**config.mk**
```make
export PLATFORM = sky130hd
export DESIGN_NAME = sound_wave_ctrl_flat
export DESIGN_NICKNAME = d
export VERILOG_FILES = /design/src/rtl/sound_wave_ctrl_if.sv /design/src/rtl/sound_wave_ctrl.sv /design/src/flat_wrapper.sv
export SDC_FILE = /design/constraint.sdc
export NUM_CORES = 1
export LEC_CHECK = 0
export CAP_MARGIN = 20
export CELL_PAD_IN_SITES_DETAIL_PLACEMENT = 1
export CELL_PAD_IN_SITES_GLOBAL_PLACEMENT = 1
export CORE_MARGIN = 3
export CORE_UTILIZATION = 49
export DETAILED_ROUTE_END_ITERATION = 12
export PLACE_DENSITY_LB_ADDON = 0.2
export REMOVE_ABC_BUFFERS = 1
export SYNTH_ARGS = -nofsm -noshare
export SYNTH_HDL_FRONTEND = slang
export SYNTH_SLANG_ARGS = --single-unit
```
**constraint.sdc**
```tcl
create_clock -name clk -period 2.9 [get_ports clk]
set_input_delay 0.58 -clock clk [delete_from_list [all_inputs] [get_ports clk]]
set_output_delay 0.58 -clock clk [all_outputs]
set_load 0.01 [all_outputs]
```
**src/rtl/sound_wave_ctrl_if.sv**
```systemverilog
// CPU-side bus of the channel 3 front end: address, write data, strobes and
// the combinational read data / address-hit returned by the block.
interface sound_wave_ctrl_if;
  // No back-pressure: a write is taken on every clk edge where wr is high,
  // and dout/hit follow a combinationally; rd only marks the cycle as a read.
  logic [15:0] a;
  logic [7:0]  din;
  logic        wr;
  logic        rd;
  logic [7:0]  dout;
  logic        hit;

  modport master (output a, din, wr, rd, input dout, hit);
  modport slave  (input a, din, wr, rd, output dout, hit);
endinterface

```
**src/rtl/sound_wave_ctrl.sv**
```systemverilog
// Channel 3 register file (NR30-NR34), trigger pulse stretcher and wave RAM
// front end with CPU/player arbitration while the channel is playing.
module sound_wave_ctrl #(
  parameter int START_CYCLES = 2
) (
  input  logic               clk,
  input  logic               rst,
  sound_wave_ctrl_if.slave   bus,
  input  logic               sound_enable,
  input  logic               ch_enable,
  output logic               on,
  output logic [7:0]         length,
  output logic [1:0]         volume,
  output logic [10:0]        frequency,
  output logic               single,
  output logic               start,
  input  logic [3:0]         wave_a,
  output logic [7:0]         wave_d,
  output logic               ch3_status
);

  localparam logic [3:0] START_LOAD = 4'(START_CYCLES);

  logic [3:0] start_cnt;
  logic [7:0] ram [16];
  logic       reg_hit;
  logic       wave_hit;
  logic       reg_wr;
  logic       trigger;
  logic [3:0] wave_idx;

  assign reg_hit    = (bus.a >= 16'hFF1A) && (bus.a <= 16'hFF1E);
  assign wave_hit   = (bus.a[15:4] == 12'hFF3);
  assign bus.hit    = reg_hit | wave_hit;
  assign ch3_status = on & ch_enable;

  // While the channel plays the CPU is redirected to the byte the player is on.
  assign wave_idx = ch3_status ? wave_a : bus.a[3:0];

  assign reg_wr  = bus.wr & sound_enable & reg_hit;
  // Writing FF1E never changes on, so the current on is the post-write value.
  assign trigger = reg_wr && (bus.a[2:0] == 3'h6) && bus.din[7] && on;

  assign start = (start_cnt != 4'd0);

  always_ff @(posedge clk or posedge rst) begin
    if (rst) begin
      on        <= 1'b0;
      length    <= 8'h00;
      volume    <= 2'b00;
      frequency <= 11'h000;
      single    <= 1'b0;
      start_cnt <= 4'd0;
    end else if (!sound_enable) begin
      on        <= 1'b0;
      length    <= 8'h00;
      volume    <= 2'b00;
      frequency <= 11'h000;
      single    <= 1'b0;
      start_cnt <= 4'd0;
    end else begin
      if (reg_wr) begin
        case (bus.a[2:0])
          3'h2: on              <= bus.din[7];
          3'h3: length          <= bus.din;
          3'h4: volume          <= bus.din[6:5];
          3'h5: frequency[7:0]  <= bus.din;
          3'h6: begin
            frequency[10:8] <= bus.din[2:0];
            single          <= bus.din[6];
          end
          default: ;
        endcase
      end
      if (trigger)
        start_cnt <= START_LOAD;
      else if (start_cnt != 4'd0)
        start_cnt <= start_cnt - 4'd1;
    end
  end

  // Wave RAM keeps its contents across reset and sound_enable.
  always_ff @(posedge clk) begin
    if (bus.wr && wave_hit)
      ram[wave_idx] <= bus.din;
  end

  assign wave_d = ram[wave_a];

  always_comb begin
    bus.dout = 8'hFF;
    if (reg_hit) begin
      case (bus.a[2:0])
        3'h2:    bus.dout = {on, 7'h7F};
        3'h4:    bus.dout = {1'b1, volume, 5'h1F};
        3'h6:    bus.dout = {1'b1, single, 6'h3F};
        default: bus.dout = 8'hFF;
      endcase
    end else if (wave_hit) begin
      bus.dout = ram[wave_idx];
    end
  end

endmodule

```
**src/flat_wrapper.sv**
```systemverilog
// flat-port wrapper written by rule: the top's interface ports become plain ports
module sound_wave_ctrl_flat 
#(
  parameter int START_CYCLES = 2
)
  (clk, rst, sound_enable, ch_enable, on, length, volume, frequency, single, start, wave_a, wave_d, ch3_status, bus_a, bus_din, bus_wr, bus_rd, bus_dout, bus_hit);
  sound_wave_ctrl_if bus_i ();
  input  logic clk;
  input  logic rst;
  input  logic sound_enable;
  input  logic ch_enable;
  output logic on;
  output logic [7:0] length;
  output logic [1:0] volume;
  output logic [10:0] frequency;
  output logic single;
  output logic start;
  input  logic [3:0] wave_a;
  output logic [7:0] wave_d;
  output logic ch3_status;
  input wire logic [$bits(bus_i.a)-1:0] bus_a;
  input wire logic [$bits(bus_i.din)-1:0] bus_din;
  input wire logic [$bits(bus_i.wr)-1:0] bus_wr;
  input wire logic [$bits(bus_i.rd)-1:0] bus_rd;
  output wire logic [$bits(bus_i.dout)-1:0] bus_dout;
  output wire logic [$bits(bus_i.hit)-1:0] bus_hit;
  assign bus_i.a = bus_a;
  assign bus_i.din = bus_din;
  assign bus_i.wr = bus_wr;
  assign bus_i.rd = bus_rd;
  assign bus_dout = bus_i.dout;
  assign bus_hit = bus_i.hit;
  sound_wave_ctrl #(.START_CYCLES(START_CYCLES)) u_core (.clk(clk), .rst(rst), .bus(bus_i), .sound_enable(sound_enable), .ch_enable(ch_enable), .on(on), .length(length), .volume(volume), .frequency(frequency), .single(single), .start(start), .wave_a(wave_a), .wave_d(wave_d), .ch3_status(ch3_status));
endmodule
```
# [Word-level counts from Yosys, hierarchy flattened]
# Memory sizes are Yosys's and may differ from the RTL's.
# Index checks and enable logic that the tools add are counted.
[word_totals] register_bits=27 mem_bits_rw=128 inputBits=34 output_inout_bits=42 mem_count=1
[mem_list] name="u_core.ram" words=16 width=8 read_ports=2 rd_clocked_by_memory_dff=0 write_ports=1 line_no="sound_wave_ctrl.sv:25" source="logic [7:0] ram [16];"
[op_classes] add_sub_neg=1 n_lt_le_gt_ge=2 n_eq_ne=13 muxes=25 n_bitwise=4 reduce_logical=11
[op_table] op="two-way mux 8 bit" count=6
[op_table] op="case mux 8 bit (3 select lines)" count=1
[op_table] op="two-way mux 11 bit" count=2
[op_table] op="greater-or-equal comparator 16 bit (second input constant)" count=1
[op_table] op="<= comparator 16 bit (second input constant)" count=1
[op_table] op="two-way mux 4 bit" count=4
[op_table] op="== test 12 bit (second input constant)" count=1
[op_table] op="!= test 2 x 1 -> 1 bit (second input constant)" count=6
[op_table] op="AND reduction 2 bit" count=5
[op_table] op="== test 3 bit (second input constant)" count=3
[op_table] op="two-way mux 1 bit" count=8
[op_table] op="== test 3 x 2 -> 1 bit (second input constant)" count=2
[op_table] op="two-way mux 2 bit" count=3
[op_table] op="logical AND 1 bit" count=5
[op_table] op="nonzero test 4 bit" count=1
[op_table] op="subtractor 4 x 1 -> 4 bit (second input constant)" count=1
[op_table] op="bitwise AND 1 bit" count=3
[op_table] op="two-way mux 3 bit" count=1
[op_table] op="!= test 3 x 1 -> 1 bit (second input constant)" count=1
[op_table] op="OR 1 bit" count=1

# [Longest topological paths before layout]
[depth] word_depth=8 ltp_mapped=9

# [Worst setup path after synthesis]
# No wires, ideal clock.
[synth_path] path_kind="input-to-output" start="in wave_a[0]" end="out wave_d[5]" t_arrival_ps=2148 path_slack_ps=172 cell_stages=4 cell_sequence="clkbuf_1 -> buf_2 -> mux4_2 -> mux4_2"
[synth_between] elab_chain_len=1
[synth_lines] item="from (decl)" line_no="flat_wrapper.sv:18" source="input logic [3:0] wave_a;"
[synth_lines] item="memory read (16 x 8 bit)"
[synth_lines] item="to (decl)" line_no="flat_wrapper.sv:19" source="output logic [7:0] wave_d;"
# No other way between the ends.

# [Worst setup path after layout]
[layout_path] start="reg u_core.on" end="out bus_dout[6]"
[layout_between] elab_chain_len=5
[layout_lines] item="from (decl)" line_no="sound_wave_ctrl.sv:11" source="output logic on,"
[layout_lines] item="from (signal assigned)" line_no="sound_wave_ctrl.sv:64" source="3'h2: on <= bus.din[7];"
[layout_lines] item="bitwise AND 1 bit" line_no="sound_wave_ctrl.sv:35" source="assign ch3_status = on & ch_enable;"
[layout_lines] item="two-way mux 4 bit" line_no="sound_wave_ctrl.sv:38" source="assign wave_idx = ch3_status ? wave_a : bus.a[3:0];"
[layout_lines] item="memory read (16 x 8 bit)"
[layout_lines] item="two-way mux 8 bit" line_no="sound_wave_ctrl.sv:99" source="end else if (wave_hit) begin"
[layout_lines] item="two-way mux 8 bit" line_no="sound_wave_ctrl.sv:92" source="if (reg_hit) begin"
[layout_lines] item="to (decl)" line_no="flat_wrapper.sv:25" source="output wire logic [$bits(bus_i.dout)-1:0] bus_dout;"
# No other way between the ends.

==> run summary <==
The buffer depth of the longest clock path came out at 2. The via count normalized by instance count is 6.60. The total of buffers placed on input and output ports is 74.

The final hold violation count is 0. The period utilization is 107%. The final hold slack is roughly 0.52 ns. The clock tree synthesis step divided the H-tree into 4 levels. Measured along the x axis, the die boundary spans 130 um. Cells fill 68.2% of the core in the end. The run finished, with violations left.

Summed over all nets, the half-perimeter wirelength after detailed placement is 16100 um. The cell area that synthesis handed to floorplanning was 0.00749 mm^2. The clock drives about 160 sinks. The number of failing setup endpoints in the final timing report came out at 9.

The worst hold path belongs to the class primary input to asynchronous set/reset pin. After synthesis, the netlist uses 50 different library cells. The number of antenna violations at the first check in global routing is 0. The time the final worst path needs with I/O delays and setup is 3.11 ns.

The final reports fail on setup timing. The violation count after the first detailed-route iteration is 556. The pre-CTS worst setup slack came out at -0.868 ns. The achievable frequency came out at 322 MHz. Averaged over all synthesized cells, the footprint is 17.0 um^2. The final critical-path setup slack came out at -0.208 ns. Setup repair after global routing could not meet its margin everywhere. Entering global routing, the biggest net connects 28 pins. The repair_antennas step left the layout with diodes totalling 0. The sum of internal, switching and leakage power is 0.00526 W.

Across the whole layout, storage elements account for 0.00452 mm^2. The total detailed-routing wirelength came out at approximately 25000 um. The power density normalized to cell area came out at 522 mW/mm^2. The footprint of the multi-input gates came out at between 0.003 and 0.004 mm^2. The proportion of synthesized chip area in sequential cells is a little over 60%.

The total of warnings raised by yosys came out at 0. The proportion of layout cells with a drive suffix above 1 came out at 42.1%. The count of antenna-violating nets left after detailed routing is 0. The clock insertion delay at the later pin of the skew report came out at 0.44 ns.

For this design the top-level I/O count stands at 76. The number of global-route vias before repair is 5774. The worst-case vdd ir drop came out at 0.000437 V.

The type of the worst setup path is flop to output port. The maximum net fanout on the critical path came out at 11. The number of optimization iterations in the first detailed-route pass came out at 5. The clock transition at the register clock pins on the worst setup and hold paths after CTS came out at 0.06 ns. The slew at the pin with the worst max-slew slack is 0.873 ns. The worst-case headroom to the max-slew limit came out at a little over two fifths. The gate count of the mapped netlist came out at between 400 and 500. The overflow left after global routing is 0. The global-route usage over all layers is a little under a third. Fill cells in the final layout number 1324. The final setup TNS is -1.34 ns. The area of the die came out at roughly 0.017 mm^2. STA classifies the critical path endpoint as an output port.

After detailed routing, the average wire length per cell comes to 31.4 um. Synthesis inferred 155 register bits. From bottom edge to top edge, the die measures approximately 130 um.

In this run the standard cell core region covers 0.0148 mm^2. The required time of the critical path came out at 2.32 ns. Summing over every cut layer, the via total after detailed routing is 5355. The worst register-to-register path has a setup slack of a little under 0.6 ns. The worst clock skew on the final layout came out at 0.0126 ns.

The cell at the root of the clock tree is clkbuf_16. The clock buffer count from CTS came out at 17. The tool flagged a number of max-cap violations equal to 0. For this run, design rule violations remaining after detail routing come to 0. The layout net count is between 600 and 700.

The number of max-slew violations in the final report came out at 0. The startpoint type of the worst setup path is a flop. The initial utilization of the core area, before any placement, comes to 50.7%. STA puts the critical path data arrival time at 2.53 ns. The first-pass GRT wire length is 36700 um. TritonCTS built the clock tree. In this run the core area contains between 40 and 50 standard-cell rows.

At the end of routability-driven placement, the weighted congestion stood at between 0.9 and 1. The static power due to leakage is 3.63 nW. From synthesis to final layout, the design area changed by 34.5%.

The worst register-to-register path has a depth of 9.
-- timing repair --
action,4_1_cts,5_1_grt
pin swaps,13,9
endpoints found under the setup margin,17,11
cloned,0,1
hold buffers,0,0
setup buffers,12,4
gates resized for setup,111,44
-- cell families (layout without fill, tap and decap cells) --
| group | Yosys count | count (layout) | share of synthesized area, % |
|---|---|---|---|
| fa+ha+maj | 1 | 1 | 0.167 |
| xor+xnor | 1 | 1 | 0.117 |
| compound gates | 48 | 48 | 4.56 |
| buf+inv | 47 | 233 | 3.68 |
| simple gates | 81 | 81 | 6.50 |
| mux | 108 | 108 | 24.6 |
| flops | 155 | 155 | 60.4 |
-- metal layers --
metal	up-vias	global-route usage, %	share of wire, %
met5	-	0	0
met1	2827	38.3	39
met4	0	14.3	3.6
met2	326	50.0	51
li1	2142	-	-
met3	60	7.79	7.1
-- critical path: stages (launching register included) --
cell and delay (ns):
dfrtp_2 0.43, nand2_4 0.08, inv_6 0.07, mux2i_4 0.26
buf_12 0.19, mux2i_1 0.24, o221ai_1 0.21, a221oi_4 0.37
a31oi_2 0.08, buf_2 0.16
-- worst paths after layout --
path	start	end
setup / recovery	u_core.on	bus_dout[6]
hold / removal	rst	u_core.length[1]
setup reg to reg	u_core.on	u_core.ram[6][0]
hold reg to reg	u_core.frequency[9]	u_core.frequency[9]
max in group asynchronous	rst	u_core.on
min in group clk	u_core.frequency[9]	u_core.frequency[9]
-- state kept, by name, summed over array words and instances, names as in the netlist --
name              count
u_core.start_cnt      4
u_core.frequency     11
u_core.single         1
u_core.ram          128
u_core.length         8
u_core.volume         2
u_core.on             1
-- cell type report --
type,count,area share [%]
clock inverters,13,1.23
clock buffers,19,4.30
repair buffers,180,16.6
inverters,21,0.833
flip-flops and latches,155,44.9
well taps,184,2.29
multi-input cells,239,29.8
-- synthesized netlist by cell type (all sizes together) --
| library cell | instances | area [um^2] |
|---|---|---|
| a22oi | 1 | 7.51 |
| xnor2 | 1 | 8.76 |
| a221oi | 1 | 8.76 |
| and4b | 1 | 11.3 |
| nor2 | 22 | 82.6 |
| nor4 | 1 | 21.3 |
| or3 | 1 | 6.26 |
| nor3b | 3 | 27.5 |
| o221ai | 16 | 140 |
| nand2 | 7 | 33.8 |
| or2 | 2 | 12.5 |
| nand4b | 4 | 35.0 |
| and2 | 1 | 6.26 |
| and4 | 1 | 10.0 |
| o22ai | 2 | 12.5 |
| buf | 13 | 101 |
| mux4 | 59 | 1350 |
| a211o | 1 | 10.0 |
| nor4bb | 1 | 10.0 |
| o21ai | 6 | 30.0 |
| mux2i | 48 | 480 |
| edfxtp | 128 | 3840 |
| a31oi | 3 | 18.8 |
| inv | 21 | 83.8 |
| nand3b | 1 | 7.51 |
| dfrtp | 27 | 676 |
| nand4 | 5 | 31.3 |
| a21oi | 12 | 60.1 |
| clkbuf | 13 | 90.1 |
| o21a | 2 | 15.0 |
| nand2b | 4 | 25.0 |
| mux2 | 1 | 15.0 |
| o211ai | 1 | 7.51 |
| ha | 1 | 12.5 |
| and4bb | 1 | 12.5 |
| o2111a | 1 | 11.3 |
| nor2b | 19 | 119 |
| o31ai | 2 | 20.0 |
| nor3 | 1 | 5.00 |
| nand3 | 6 | 30.0 |
-- placed cells by master (no fill, tap or decap), types with 5 or more instances in the layout --
cell type        netlist  layout
a21oi_2                0       7
buf_12                 0       7
buf_2                  6       8
buf_4                  3      85
buf_6                  3      12
clkbuf_16              0      18
clkdlybuf4s50_1        0      42
clkinv_1               0       5
dfrtp_1               27      26
dlygate4sd2_1          0      10
dlymetal6s2s_1         0       8
edfxtp_1             128     128
inv_1                 20      13
inv_2                  0       7
mux2i_1               48      38
mux2i_4                0       6
mux4_2                54      59
nand3_1                6       6
nand4_1                5       5
nor2_1                22      22
nor2b_1               19      19
o21ai_0                6       5
o221ai_2               0      10
-- where the power goes --
| group | internal (W) | leakage, nW | switching [W] |
|---|---|---|---|
| clock network | 0.00125 | 0.261 | 0.000928 |
| logic | 0.000306 | 1.85 | 0.000321 |
| registers | 0.00243 | 1.52 | 0.0000190 |
| total | 0.00399 | 3.63 | 0.00127 |
-- stage by stage --
stage / instances / cell area, um^2
finish: 811 / 10100
detailed placement: 762 / 9020
floorplan: 415 / 7300
global placement: 762 / 9020
CTS: 806 / 9820
global route: 811 / 10100
(Power assumes the default switching activity.)
